## src/rtl/run_ctrl_pkg.sv

```systemverilog
// Shared types for the core run/halt/step controller.
// States, halt causes and the EBREAK encoding used by the optional ebreak trap.
package run_ctrl_pkg;

  typedef enum logic [1:0] {
    RUN    = 2'd0,
    HALTED = 2'd1,
    STEP   = 2'd2
  } run_state_e;

  typedef enum logic [1:0] {
    CAUSE_STEP   = 2'd0,
    CAUSE_HALT   = 2'd1,
    CAUSE_BP     = 2'd2,
    CAUSE_EBREAK = 2'd3
  } halt_cause_e;

  localparam logic [31:0] EBREAK_INSN = 32'h0010_0073;

endpackage

```

## src/rtl/core_run_ctrl.sv

```systemverilog
// Run/halt/single-step controller producing the commit enable for the single-cycle core.
// Optional ebreak trap is compiled in with `define RUN_CTRL_EBREAK_EN.
module core_run_ctrl
  import run_ctrl_pkg::*;
#(
  parameter int unsigned XLEN         = 32,
  parameter int unsigned CNT_W        = 32,
  parameter int unsigned START_HALTED = 0
) (
  input  logic             clk,
  input  logic             reset,
  input  logic [XLEN-1:0]  pc,
  input  logic [31:0]      ins,
  input  logic             halt_req,
  input  logic             resume_req,
  input  logic             step_req,
  input  logic [CNT_W-1:0] step_count,
  input  logic             bp_en,
  input  logic [XLEN-1:0]  bp_addr,
  output logic             core_en,
  output logic             halted,
  output logic [1:0]       halt_cause,
  output logic [CNT_W-1:0] instret,
  output run_state_e       dbg_state
);

  // Handshake: none; halt_req is a level, resume_req/step_req are one-cycle
  // pulses honoured only in HALTED, and core_en=1 means the current PC commits
  // at the next rising edge.

  localparam run_state_e RESET_STATE = (START_HALTED != 0) ? HALTED : RUN;

  run_state_e       r_state, w_state_nxt;
  halt_cause_e      r_cause, w_cause_nxt;
  logic             r_halted;
  logic [CNT_W-1:0] r_instret;
  logic [CNT_W-1:0] r_step_cnt, w_step_cnt_nxt;
  logic             r_skip_bp, w_skip_bp_nxt;

  logic w_bp_hit;
  logic w_ebreak_hit;
  logic w_active;

  assign w_bp_hit = bp_en & (pc == bp_addr) & ~r_skip_bp;

`ifdef RUN_CTRL_EBREAK_EN
  assign w_ebreak_hit = (ins == EBREAK_INSN) & ~r_skip_bp;
`else
  logic w_unused_ins;
  assign w_unused_ins = ^ins;
  assign w_ebreak_hit = 1'b0;
`endif

  assign w_active = (r_state == RUN) | (r_state == STEP);
  assign core_en  = w_active & ~halt_req & ~w_bp_hit & ~w_ebreak_hit;

  always_comb begin
    w_state_nxt    = r_state;
    w_cause_nxt    = r_cause;
    w_step_cnt_nxt = r_step_cnt;
    w_skip_bp_nxt  = r_skip_bp;
    // The first real commit consumes the breakpoint/ebreak bypass.
    if (core_en) w_skip_bp_nxt = 1'b0;
    unique case (r_state)
      HALTED: begin
        if (!halt_req) begin
          if (step_req) begin
            w_state_nxt    = STEP;
            w_step_cnt_nxt = (step_count == '0) ? CNT_W'(1) : step_count;
            w_skip_bp_nxt  = 1'b1;
          end else if (resume_req) begin
            w_state_nxt   = RUN;
            w_skip_bp_nxt = 1'b1;
          end
        end
      end
      RUN, STEP: begin
        if (halt_req) begin
          w_state_nxt    = HALTED;
          w_cause_nxt    = CAUSE_HALT;
          w_step_cnt_nxt = '0;
        end else if (w_bp_hit) begin
          w_state_nxt    = HALTED;
          w_cause_nxt    = CAUSE_BP;
          w_step_cnt_nxt = '0;
        end else if (w_ebreak_hit) begin
          w_state_nxt    = HALTED;
          w_cause_nxt    = CAUSE_EBREAK;
          w_step_cnt_nxt = '0;
        end else if (r_state == STEP) begin
          w_step_cnt_nxt = r_step_cnt - CNT_W'(1);
          if (r_step_cnt == CNT_W'(1)) begin
            w_state_nxt = HALTED;
            w_cause_nxt = CAUSE_STEP;
          end
        end
      end
      default: begin
        w_state_nxt    = HALTED;
        w_step_cnt_nxt = '0;
      end
    endcase
  end

  always_ff @(posedge clk) begin
    if (reset) begin
      r_state    <= RESET_STATE;
      r_halted   <= (START_HALTED != 0);
      r_cause    <= CAUSE_STEP;
      r_instret  <= '0;
      r_step_cnt <= '0;
      r_skip_bp  <= 1'b0;
    end else begin
      r_state    <= w_state_nxt;
      r_halted   <= (w_state_nxt == HALTED);
      r_cause    <= w_cause_nxt;
      r_step_cnt <= w_step_cnt_nxt;
      r_skip_bp  <= w_skip_bp_nxt;
      if (core_en) r_instret <= r_instret + CNT_W'(1);
    end
  end

  assign halted     = r_halted;
  assign halt_cause = r_cause;
  assign instret    = r_instret;
  assign dbg_state  = r_state;

endmodule

```

## config.mk

```make
export PLATFORM = sky130hd
export DESIGN_NAME = core_run_ctrl
export DESIGN_NICKNAME = d
export VERILOG_FILES = /design/src/rtl/run_ctrl_pkg.sv /design/src/rtl/core_run_ctrl.sv
export SDC_FILE = /design/constraint.sdc
export NUM_CORES = 1
export LEC_CHECK = 0
export CORE_AREA = 5 5 99 101
export CTS_BUF_LIST = sky130_fd_sc_hd__clkbuf_8
export CTS_CLUSTER_SIZE = 10
export DETAILED_ROUTE_END_ITERATION = 12
export DIE_AREA = 0 0 104 106
export GPL_TIMING_DRIVEN = 0
export HOLD_SLACK_MARGIN = 0.15
export PLACE_DENSITY = 0.93
export SETUP_SLACK_MARGIN = 0.02
export SYNTH_ARGS = -nofsm -noshare
export SYNTH_HDL_FRONTEND = slang
export SYNTH_SLANG_ARGS = --single-unit
```

## constraint.sdc

```tcl
create_clock -name clk -period 5 [get_ports clk]
set_input_delay 1.25 -clock clk [delete_from_list [all_inputs] [get_ports clk]]
set_output_delay 1.25 -clock clk [all_outputs]
set_load 0.02 [all_outputs]
```

## Word level (Yosys, flattened, before mapping)

Index checks and enable logic that the tools add are counted.
Widths: inputs -> output; s select.

- Bits in registers: 70
- Latch bits: 0
- Memory bits (writable): 0
- ROM bits: 0
- Input port bits: 134
- Output and inout bits: 38
- Logic and storage cells: 55
- Memories: 0

- Add/sub/neg operators: 2
- Multiply operators: 0
- Div/mod/pow operators: 0
- $lt $le $gt $ge: 0
- Equality and inequality tests: 8
- Shift operators: 0
- Mux-type cells: 24
- Bitwise logic cells: 8
- Reductions and logical operators: 7

Operators by type and width:

| kind | number |
|---|---|
| $mux 32 | 6 |
| $pmux 32 s2 | 1 |
| $add 32x1->32 const B | 1 |
| $eq 32x1->1 const B | 1 |
| $eq 32x32->1 | 1 |
| $logic_not 32->1 | 1 |
| $sub 32x1->32 const B | 1 |
| $mux 2 | 11 |
| $reduce_and 3->1 | 2 |
| $reduce_bool 3->1 | 2 |
| $mux 1 | 5 |
| $and 1x1->1 | 4 |
| $eq 2x1->1 const B | 2 |
| $ne 2x2->1 const B | 2 |
| $ne 4x4->1 const B | 1 |
| $pmux 2 s2 | 1 |
| $not 1->1 | 3 |
| $eq 2x2->1 const B | 1 |
| $logic_not 2->1 | 1 |
| $reduce_or 2->1 | 1 |
| $or 1x1->1 | 1 |

## Depth between registers and ports, before layout

- Word-level depth: 10
- Depth in mapped cells: 9
- Depth with buffers taken out: 8

## Worst setup path after synthesis

OpenSTA, ideal clock, no wires.

- Path type: in2out
- Start point: in bp_addr[29]
- End point: out core_en
- Arrival: 2614 ps
- Required time: 3750 ps
- Setup slack: 1136 ps
- Stages: 7
- Cells stage by stage: xnor2_1 -> nand4_1 -> nor4_2 -> nand4_1 -> nand2_1 -> inv_2 -> clkbuf_1

- Cells in the longest elaborated chain, start to end: 5

RTL lines:

| what | line | text |
|---|---|---|
| start: declaration | core_run_ctrl.sv:19 | `input logic [XLEN-1:0] bp_addr,` |
| $eq 32x32->1 | core_run_ctrl.sv:44 | `assign w_bp_hit = bp_en & (pc == bp_addr) & ~r_skip_bp;` |
| $and 1x1->1 (2 in a row) | core_run_ctrl.sv:44 |  |
| $not 1->1 | core_run_ctrl.sv:55 | `assign core_en = w_active & ~halt_req & ~w_bp_hit & ~w_ebreak_hit;` |
| $and 1x1->1 | core_run_ctrl.sv:55 |  |
| end: declaration | core_run_ctrl.sv:20 | `output logic core_en,` |

No other way between the ends.

## Worst setup path in the final report

- Start point: in bp_addr[17]
- End point: out core_en

Same word-level chain as after synthesis.

==> results.yml <==
outcome:
  outcome: "completed"
grt:
  grt_pass1_vias: 4702
  grtUsageTotal_pct: 23.2
  grt_max_degree: 17
  overflow: 0
  grt_pass1_wl_mm: 21.4
  antenna_found_initial: 0
timing:
  finalCritPeriodShare_pct: 92.8
  fin_tns_setup_ns: 0
  rsz0062_at_grt: "no"
  clock.fmax_mhz: 215
  skew_ns: 0.0170
  setup_slack_ns: 0.359
  setup_viol: 0
  finalHoldViolations: 0
  relSlewSlack_pct: 60.6
  worst_pin_slew_ns: 0.590
  period_needed_ns: 4.64
  final_max_slew_viol_count: 0
critical_path:
  cp.buffers_inverters: 3
  critPathKind: "in2out"
  startpoint_type: "input port"
  crit_path_end_kind: "output pin"
  path_cells: "clkdlybuf4s50_1 > xnor2_1 > nand2_1 > nor4_2 > nand4_1 > nand2_1 > inv_2 > dlygate4sd2_1"
  cpMostUsedCell: "nand2_1"
  cp_top_family: "buffers and inverters"
  crit_path_max_fanout: 16
  crit_path_max_incr_delay_ns: 0.48
  slowest_stage: "clkdlybuf4s50_1"
  worstPathArrival_ns: 3.39
  worstPathRequired_ns: 3.75
synthesis:
  synth_ff_type: "dfxtp_1"
  ys_seq_area_share_pct: 34.3
  synth.largest_area_cell: "dfxtp_1"
  syn_inst: 515
  synthTopCellsByArea: "dfxtp_1, xnor2_1, nand2_1, nor2_1, a21oi_1"
  ys_warn_count: 0
  syn_avg_cell_area_sq_um: 7.94
  synthesis.area_sq_um: 4090
  ys_ff_latch: 70
  synth.top_cell.area_share_pct: 34.3
  async_flop_share_pct: 0
  syn-num-nets: 652
  synth_edf_count: 0
  synth_cell_type_count: 52
layout:
  nets: 802
  drive_gt1_share_pct: 4.48
  ff_latch_area_sq_um: 1400
  multi_input_area_sq_um: 2550
  diodes: 0
  nFillCells: 724
  syn2layout_area_growth_pct: 42.7
floorplanning:
  die_area_sq_um: 11000
  io_pins: 172
  row_count: 35
  start_util_pct: 45.8
  die_x_um: 104
  core_sq_um: 8930
  die_y_um: 106
placement:
  io_buffer_count: 139
  hpwl_mm: 10.4
  post-place-ws_ns: -0.719
  gp_congestion: 0.892
routing:
  detail_route.wl_per_cell_um: 17.1
  drt_iter0_drc: 240
  routed_wl_mm: 13.4
  via_per_inst: 5.99
  antenna_left: 0
  drc_errors: 0
  vias: 4681
  dr.pass1.iters: 5
power_and_ir_drop:
  peakVddDrop_v: 0.000129
  p_per_area_nw_per_um2: 250
  leakage_nw: 2.05
clocking:
  path_clk_slew_ns: 0.09
  cts_tree: "built"
  cts_max_path_buffers: 2
  cts_buffers: 9
  h-tree-depth: 3
  clk_latency_ns: 0.37
  clock-sinks: 70
  root_buffer: "clkbuf_8"
  ctsHoldBuffers: 0
min_path:
  hold_path.class: "reg2reg"
run:
  drv_cap: 0
## synth_stat cells (all sizes together), types with 2 or more instances
cell and number:
or4 7, nand3 12, buf 3, o221ai 2, nand4b 3, ha 3, o31ai 11, nor2 44
a22oi 12, xor2 17, clkbuf 22, nand4 24, or2 3, nand2b 3, a221o 10, a21oi 31
a21o 3, nand2 51, nor2b 4, o211ai 2, nand3b 3, nor4 17, and3 9, and2 5
dfxtp 70, nor3 10, a31oi 2, a22o 6, inv 14, or3 23, and4 5, o21ai 33
xnor2 38, a32oi 4
## final timing paths
kind / from / end / slack (ns) / cells past startpoint
setup reg to reg: dbg_state[0] / r_step_cnt[29] / 2.18 / 8
setup / recovery: bp_addr[17] / core_en / 0.36 / 8
hold / removal: instret[1] / instret[1] / 0.49 / 2
hold reg to reg: instret[1] / instret[1] / 0.49 / 2
## state kept, by name, indices dropped and copies added, names as in the netlist
signal      flops
halt_cause      2
dbg_state       2
r_step_cnt     32
halted          1
r_skip_bp       1
instret        32
## area by class of cell
type,count,share of cell area [%]
inverter,14,0.900
multi-input combinational,406,43.6
tap,111,2.38
clock inverter,7,1.31
clock buffer,9,2.12
sequential,70,24.0
buffer,24,1.71
timing repair buffer,140,23.9
## worst register-to-register path: cells and delay by family, from the launching register on
family / cells / cell delay, ns
flip-flops: 1 / 0.38
AO/OA/AOI/OAI: 1 / 0.17
AND/OR/NAND/NOR: 4 / 1.00
buffers and inverters: 3 / 1.20
## per-layer routing
layer  share of wire (%)  GRT usage (%)  vias up
met5                   0              0        -
met4                 3.8           14.1        0
met3                  11           5.77       49
met2                  48           40.3      262
met1                  37           25.6     2167
li1                    -              -     2203
## power breakdown
part	internal (W)	switching (W)	total [W]	leakage, nW
sequential	0.000580	0.0000267	0.000607	0.568
clock	0.000199	0.000265	0.000464	0.103
combinational	0.000185	0.000202	0.000388	1.38
## cells in the final DEF (no fill, tap or decap), drive strengths merged, types with 19 or more instances in the layout
master / n
xnor2: 38
nand2: 51
o21ai: 33
a21oi: 31
dfxtp: 70
or3: 23
nor2: 44
inv: 19
nand4: 24
clkbuf: 30
clkdlybuf4s50: 138
## repair_timing
action                                  in CTS  in global routing
pin swaps                                    1                  0
endpoints found under the setup margin       1                  1
hold endpoints to repair                     0                  0
resized for setup                            3                  0
buffers inserted                             1                  0
## through the flow
| stage | util, % | total power (W) | area (sq um) | hold WS, ns | std cells |
|---|---|---|---|---|---|
| floorplan | - | 0.000836 | 4090 | 0.447 | 515 |
| global placement | 62.9 | 0.000984 | 5620 | 0.460 | 765 |
| detailed placement | 62.9 | 0.000999 | 5620 | 0.475 | 765 |
| CTS | 65.4 | 0.00146 | 5840 | 0.488 | 782 |
| global route | 65.4 | 0.00152 | 5840 | 0.514 | 781 |
| finish | 65.4 | 0.00146 | 5840 | 0.493 | 781 |
## logic make-up after synthesis
kind of cell | Yosys count | synth area share [%]
AOI/OAI and AO/OA | 123 | 19.8
buffers and inverters | 39 | 3.82
adders and majority gates | 3 | 0.918
and+or+nand+nor | 224 | 29.2
muxes | 1 | 0.245
xor gates and xnor gates | 55 | 11.8
DFF | 70 | 34.3
No activity file was read; power rests on OpenSTA's default activity.
